===== config.mk =====
export PLATFORM = sky130hd
export DESIGN_NAME = blob_centroid_tracker
export DESIGN_NICKNAME = d
export VERILOG_FILES = /design/src/rtl/blob_centroid_tracker_pkg.sv /design/src/rtl/blob_centroid_tracker_seq_udivider.sv /design/src/rtl/blob_centroid_tracker.sv
export SDC_FILE = /design/constraint.sdc
export NUM_CORES = 1
export LEC_CHECK = 0
export ABC_AREA = 0
export CAP_MARGIN = 10
export CORE_MARGIN = 2
export CORE_UTILIZATION = 29
export DETAILED_ROUTE_END_ITERATION = 10
export GPL_TIMING_DRIVEN = 0
export SETUP_SLACK_MARGIN = 0.05
export SLEW_MARGIN = 5
export SYNTH_ARGS = -nofsm -noshare
export SYNTH_HDL_FRONTEND = slang
export SYNTH_SLANG_ARGS = --single-unit

===== constraint.sdc =====
create_clock -name iCLK -period 2.8 [get_ports iCLK]
set_input_delay 0.42 -clock iCLK [delete_from_list [all_inputs] [get_ports iCLK]]
set_output_delay 0.42 -clock iCLK [all_outputs]
set_load 0.02 [all_outputs]

===== src/rtl/blob_centroid_tracker_pkg.sv =====
// blob_centroid_tracker shared geometry, widths, FSM encoding and helpers.
// The overlay colour and near1() serve the CENTROID_OVERLAY_EN build.
package blob_centroid_tracker_pkg;
  localparam int H_ACTIVE   = 640;
  localparam int V_ACTIVE   = 480;
  localparam int COORD_W    = 10;
  localparam int CNT_W      = 19;
  localparam int SUM_W      = 28;
  localparam int MIN_PIXELS = 64;

  typedef logic [1:0] state_t;
  localparam state_t IDLE  = 2'd0;
  localparam state_t DIV_X = 2'd1;
  localparam state_t DIV_Y = 2'd2;
  localparam state_t DONE  = 2'd3;

  typedef logic [23:0] rgb_t;
  localparam rgb_t OVL_COLOR = 24'hFF00FF;

  function automatic logic near1(
    input logic [COORD_W-1:0] a,
    input logic [COORD_W-1:0] b
  );
    return (a == b)
        || (a + COORD_W'(1) == b)
        || (b + COORD_W'(1) == a);
  endfunction
endpackage


===== src/rtl/blob_centroid_tracker_seq_udivider.sv =====
// Restoring unsigned divider, one quotient bit per clock.
// start loads operands; done pulses once after the last bit.
module seq_udivider
  import blob_centroid_tracker_pkg::*;
#(
  parameter int N_W = SUM_W,
  parameter int D_W = CNT_W,
  parameter int Q_W = COORD_W
) (
  input  logic           clk,
  input  logic           rst_n,
  input  logic           start,
  input  logic [N_W-1:0] dividend,
  input  logic [D_W-1:0] divisor,
  output logic [Q_W-1:0] quotient,
  output logic           done
);
  localparam int C_W = $clog2(N_W);

  logic [N_W-1:0] quo;
  logic [D_W-1:0] rem;
  logic [D_W-1:0] dvs;
  logic [C_W-1:0] cnt;
  logic           busy;
  logic [D_W:0]   rem_sh;
  logic [D_W:0]   diff;

  assign rem_sh = {rem, quo[N_W-1]};
  // Borrow out of the trial subtract means the bit is 0.
  assign diff   = rem_sh - {1'b0, dvs};
  assign quotient = quo[Q_W-1:0];

  always_ff @(posedge clk or negedge rst_n) begin
    if (!rst_n) begin
      quo  <= '0;
      rem  <= '0;
      dvs  <= '0;
      cnt  <= '0;
      busy <= 1'b0;
      done <= 1'b0;
    end else if (start) begin
      quo  <= dividend;
      rem  <= '0;
      dvs  <= divisor;
      cnt  <= '0;
      busy <= 1'b1;
      done <= 1'b0;
    end else if (busy) begin
      if (diff[D_W]) begin
        rem <= rem_sh[D_W-1:0];
        quo <= {quo[N_W-2:0], 1'b0};
      end else begin
        rem <= diff[D_W-1:0];
        quo <= {quo[N_W-2:0], 1'b1};
      end
      cnt <= cnt + C_W'(1);
      if (cnt == C_W'(N_W-1)) begin
        busy <= 1'b0;
        done <= 1'b1;
      end
    end else begin
      done <= 1'b0;
    end
  end
endmodule


===== src/rtl/blob_centroid_tracker.sv =====
// Blob centroid tracker: RGB window match, per-frame sums, sequential divide.
// Define CENTROID_OVERLAY_EN to draw a magenta crosshair on oR/oG/oB.
module blob_centroid_tracker
  import blob_centroid_tracker_pkg::*;
#(
  parameter int H_ACT = H_ACTIVE,
  parameter int V_ACT = V_ACTIVE
) (
  input  logic               iCLK,
  input  logic               iRST_N,
  input  logic               iDE,
  input  logic               iVS,
  input  logic [7:0]         iR,
  input  logic [7:0]         iG,
  input  logic [7:0]         iB,
  input  logic [23:0]        iLO,
  input  logic [23:0]        iHI,
  output logic [COORD_W-1:0] oX,
  output logic [COORD_W-1:0] oY,
  output logic [CNT_W-1:0]   oCount,
  output logic               oFound,
  output logic               oValid,
  output logic               oBusy,
  output logic               oDropped,
  output logic [7:0]         oR,
  output logic [7:0]         oG,
  output logic [7:0]         oB
);
  state_t state;
  logic vs_q, de_q, kick;
  logic [COORD_W-1:0] x, y;
  logic x_over, y_over;
  logic [CNT_W-1:0] cnt, snap_cnt;
  logic [SUM_W-1:0] sx, sy, snap_sx, snap_sy;
  logic [COORD_W-1:0] q_x, div_q;
  logic div_start, div_done;
  logic idle, close, in_window, match, hit;

  assign idle  = (state == IDLE);
  assign close = vs_q & ~iVS;
  assign oBusy = ~idle;

  assign in_window = (iR >= iLO[23:16]) && (iR <= iHI[23:16])
                  && (iG >= iLO[15:8])  && (iG <= iHI[15:8])
                  && (iB >= iLO[7:0])   && (iB <= iHI[7:0]);
  assign match = iDE && !x_over && !y_over && in_window;

  always_ff @(posedge iCLK or negedge iRST_N) begin
    if (!iRST_N) begin
      vs_q   <= 1'b0;
      de_q   <= 1'b0;
      x      <= '0;
      y      <= '0;
      x_over <= 1'b0;
      y_over <= 1'b0;
    end else begin
      vs_q <= iVS;
      de_q <= iDE;
      if (iDE) begin
        if (x == COORD_W'(H_ACT-1)) x_over <= 1'b1;
        else x <= x + COORD_W'(1);
      end else if (de_q) begin
        x      <= '0;
        x_over <= 1'b0;
      end
      if (close) begin
        y      <= '0;
        y_over <= 1'b0;
      end else if (de_q && !iDE) begin
        if (y == COORD_W'(V_ACT-1)) y_over <= 1'b1;
        else y <= y + COORD_W'(1);
      end
    end
  end

  always_ff @(posedge iCLK or negedge iRST_N) begin
    if (!iRST_N) begin
      cnt      <= '0;
      sx       <= '0;
      sy       <= '0;
      snap_cnt <= '0;
      snap_sx  <= '0;
      snap_sy  <= '0;
    end else if (close) begin
      cnt <= '0;
      sx  <= '0;
      sy  <= '0;
      if (idle) begin
        snap_cnt <= cnt;
        snap_sx  <= sx;
        snap_sy  <= sy;
      end
    end else if (match) begin
      cnt <= cnt + CNT_W'(1);
      sx  <= sx + SUM_W'(x);
      sy  <= sy + SUM_W'(y);
    end
  end

  // X divide starts the cycle after the snapshot, Y as soon as X finishes.
  assign div_start = kick | ((state == DIV_X) & div_done);

  seq_udivider #(
    .N_W(SUM_W),
    .D_W(CNT_W),
    .Q_W(COORD_W)
  ) u_div (
    .clk     (iCLK),
    .rst_n   (iRST_N),
    .start   (div_start),
    .dividend(kick ? snap_sx : snap_sy),
    .divisor (snap_cnt),
    .quotient(div_q),
    .done    (div_done)
  );

  always_ff @(posedge iCLK or negedge iRST_N) begin
    if (!iRST_N) begin
      state    <= IDLE;
      kick     <= 1'b0;
      q_x      <= '0;
      oX       <= '0;
      oY       <= '0;
      oCount   <= '0;
      oFound   <= 1'b0;
      oValid   <= 1'b0;
      oDropped <= 1'b0;
    end else begin
      kick     <= close & idle;
      oDropped <= close & ~idle;
      oValid   <= 1'b0;
      unique case (state)
        IDLE: if (close) state <= DIV_X;
        DIV_X: if (div_done) begin
          q_x   <= div_q;
          state <= DIV_Y;
        end
        DIV_Y: if (div_done) begin
          state  <= DONE;
          oValid <= 1'b1;
          oCount <= snap_cnt;
          if (snap_cnt >= CNT_W'(MIN_PIXELS)) begin
            oX     <= q_x;
            oY     <= div_q;
            oFound <= 1'b1;
          end else begin
            oFound <= 1'b0;
          end
        end
        DONE: state <= IDLE;
      endcase
    end
  end

`ifdef CENTROID_OVERLAY_EN
  assign hit = oFound && iDE && (near1(x, oX) || near1(y, oY));
`else
  assign hit = 1'b0;
`endif

  always_ff @(posedge iCLK or negedge iRST_N) begin
    if (!iRST_N) {oR, oG, oB} <= '0;
    else if (hit) {oR, oG, oB} <= OVL_COLOR;
    else {oR, oG, oB} <= {iR, iG, iB};
  end
endmodule

==> impl_metrics.ini <==
[timing]
finalSetupViolations = 1
fin_crit_sh_pct = 100
final_hold_viol_count = 0
slew_viol_final = 0
rsz0062_at_grt = yes
maxSlewHeadroom_pct = 45.6
fin_crit_ns = 2.81
whs_ns = 0.0242
skew_ns = 0.0249
fin_ws_ns = -0.0115
fmax_mhz = 356
final.setup.tns_ns = -0.0115
worst_pin_slew_ns = 0.816

[route]
drtIter0Drc = 755
antenna_left = 0
vias_per_cell = 4.88
wl_per_cell_um = 17.1
route.detailed.drc = 0
num_vias = 12900
wirelength_um = 45100
firstDrtPassIters = 5

[status]
violations = negative setup slack
outcome = finished, violations left

[clock_tree]
root_buffer = clkbuf_16
clkTransAtPathRegs_ns = 0.06
worstSkewPairLatency_ns = 0.55
clock_path_buffers = 3
h-tree-depth = 2
clock_sinks = 326
cts_tree = done
numCtsBuffers = 38

[synthesis]
synth-main-ff-cell = dfrtp_1
ys_ff_latch = 326
avgSynthCellArea_um2 = 10.3
yosysSeqAreaShare_pct = 49.4
synth_cell_type_count = 67
syn_area_mm2 = 0.0165
syn_nets = 1776
netlist_instances = 1603
async_flop_share_pct = 100
synth.largest_area_cell = dfrtp_1
synth_warnings = 0
synth_edf_count = 0
synth.area.top_cells = dfrtp_1, mux2_2, ha_1
synth_top_area_share_pct = 49.4

[power]
pwr-share-clk_pct = 47.2
power_mw = 10.5
leakage_nw = 10.1
powerDensity_mw_per_mm2 = 481
p_comb_share_pct = 7.2
switching_share_pct = 24.2
peakVddDrop_v = 0.000391
p_seq_share_pct = 45.5
p_int_mw = 7.98
p_switching_mw = 2.54

[finish]
syn2layout_area_growth_pct = 32.4
fin_area_mm2 = 0.0219
final_net_count = 2021
fillers = 5554
fin_util_pct = 38.8
final_cells = 2633
drive_gt1_share_pct = 22.9

[floorplan]
die-area_mm2 = 0.0589
num_rows = 87
top_level_ports = 143
initial_utilization_pct = 29.3
die_y_um = 243
core_mm2 = 0.0564
dieWidth_um = 243

[placement]
post_dp_cell_area_mm2 = 0.0190
dp_cells = 2504
pre_cts_slack_ns = -1.71
gp_congestion = 0.867
port_buffers = 142
dpl.hpwl_um = 31600

[run]
drv_cap = 0

[global_routing]
antenna_found_initial = 2
grt_overflow = 0
grt_pass1_wl_um = 71100
track_usage_pct = 15.0
grt_max_degree = 99
grt_pass1_vias = 13100

[worst_setup_path]
worstPathRequired_ns = 3.28
cp-end-kind = flop
cp_slowest_stage_delay_ns = 0.42
crit_path_cell_trace = ha_4 > inv_2 > fa_2 > nor2b_2 > o21ai_2 > a21boi_2 > o21ai_2 > a21oi_2 > a31oi_4 > or3_4 > buf_6 > or3_1 > a21oi_2
cp_max_fo = 5
crit_path_start_kind = flop
critPathSlowestCell = or3_4
cp-startpoint = x[0]
reg2reg_from = x[0]
crit_type = reg -> reg
arrival_ns = 3.29

[worst_hold_path]
hold_class = in -> reg
min_from = iB[4]
==> timing repair <==
item                                   CTS  global route
pin swaps                               70            72
setup buffers                           37            17
endpoints found under the hold margin   62             1
cloned                                   6             1
setup endpoints to repair              104            89
hold buffers                             1             1
resized for setup                      165           130
==> power by group through the flow <==
| stage | registers, mW | logic [mW] | clock network, mW |
|---|---|---|---|
| 6_report | 4.79 | 0.762 | 4.97 |
| 5_1_grt | 4.79 | 0.853 | 5.27 |
| 4_1_cts | 4.79 | 0.746 | 5.09 |
| 3_5_place_dp | 4.88 | 0.640 | 0 |
| 3_3_place_gp | 4.89 | 0.615 | 0 |
| 2_1_floorplan | 4.89 | 0.248 | 0 |
==> area by class of cell <==
type	instances	area [um^2]	area share, %
buffer	70	374	1.71
inverter	101	382	1.75
clock inverter	17	174	0.796
tap	756	946	4.33
sequential	326	8160	37.3
antenna	1	2.50	0.0114
timing repair buffer	206	2070	9.49
clock buffer	51	1070	4.90
multi-input combinational	1105	8680	39.7
==> cell families after synthesis <==
logic type                 synth area share, %
xor gates and xnor gates                  3.67
muxes                                     10.5
buffers and inverters                     4.07
adders and majority gates                 7.48
AOI/OAI and AO/OA                         11.8
DFF                                       49.4
and+or+nand+nor                           13.1
==> sequential cells by signal (all words and copies together) (netlist names), 28 cells and up <==
| register | flops |
|---|---|
| sy | 28 |
| u_div.quo | 28 |
| snap_sx | 28 |
| snap_sy | 28 |
| sx | 28 |
==> cells in the mapped netlist, types with 6 or more instances <==
library cell / instances
dfrtp_1: 326
nand4_1: 29
nor2b_1: 13
or3_1: 21
nor4b_1: 10
mux2_2: 112
a21oi_1: 96
mux2i_1: 48
nand2_1: 188
nor4_1: 17
nor3_1: 11
a31o_2: 8
o21ai_0: 141
and2_1: 6
a21o_1: 23
buf_1: 6
nor2_1: 89
and3_1: 22
o21a_1: 9
clkbuf_1: 59
inv_1: 101
a31oi_1: 9
ha_1: 94
nand2b_1: 13
xor2_1: 15
nand3_1: 16
xnor2_1: 51
a211oi_1: 8
==> per-layer routing <==
| layer | up-vias | track usage [%] | part of all wire [%] |
|---|---|---|---|
| met5 | - | 0 | 0.029 |
| met2 | 320 | 25.1 | 48 |
| met4 | 2 | 5.21 | 2.4 |
| met3 | 62 | 2.94 | 5.2 |
| met1 | 6351 | 19.4 | 45 |
| li1 | 6117 | - | - |
==> path summary, 6_finish.rpt <==
path / slack, ns / cells after the start / to
worst max-delay path: -0.01 / 13 / sx[24]
max in group asynchronous: 1.05 / 4 / x[0]
worst min register to register: 0.47 / 2 / oFound
min in group asynchronous: 0.41 / 2 / q_x[6]
worst max register to register: -0.01 / 13 / sx[24]
worst min-delay path: 0.02 / 1 / oB[4]
==> worst max-delay path: cells and delay by family (launching register included) <==
family,cells,cell delay (ns)
buf+inv,2,0.17
compound gates,6,0.78
simple gates,3,0.91
flops,1,0.40
fa+ha+maj,2,0.49
==> cell usage in the layout, fill, tap and decap left out, types with 23 or more instances in the layout <==
| cell | instances |
|---|---|
| ha_1 | 73 |
| buf_4 | 41 |
| nor2_1 | 86 |
| clkdlybuf4s50_1 | 107 |
| xnor2_1 | 51 |
| dfrtp_1 | 324 |
| o21ai_0 | 120 |
| a21oi_1 | 66 |
| mux2_2 | 110 |
| mux2i_1 | 46 |
| inv_1 | 85 |
| clkbuf_1 | 57 |
| a21o_1 | 23 |
| a21oi_2 | 30 |
| nand2_1 | 182 |
| clkbuf_16 | 43 |
| nand4_1 | 29 |
Power figures use the tool's default switching activity.
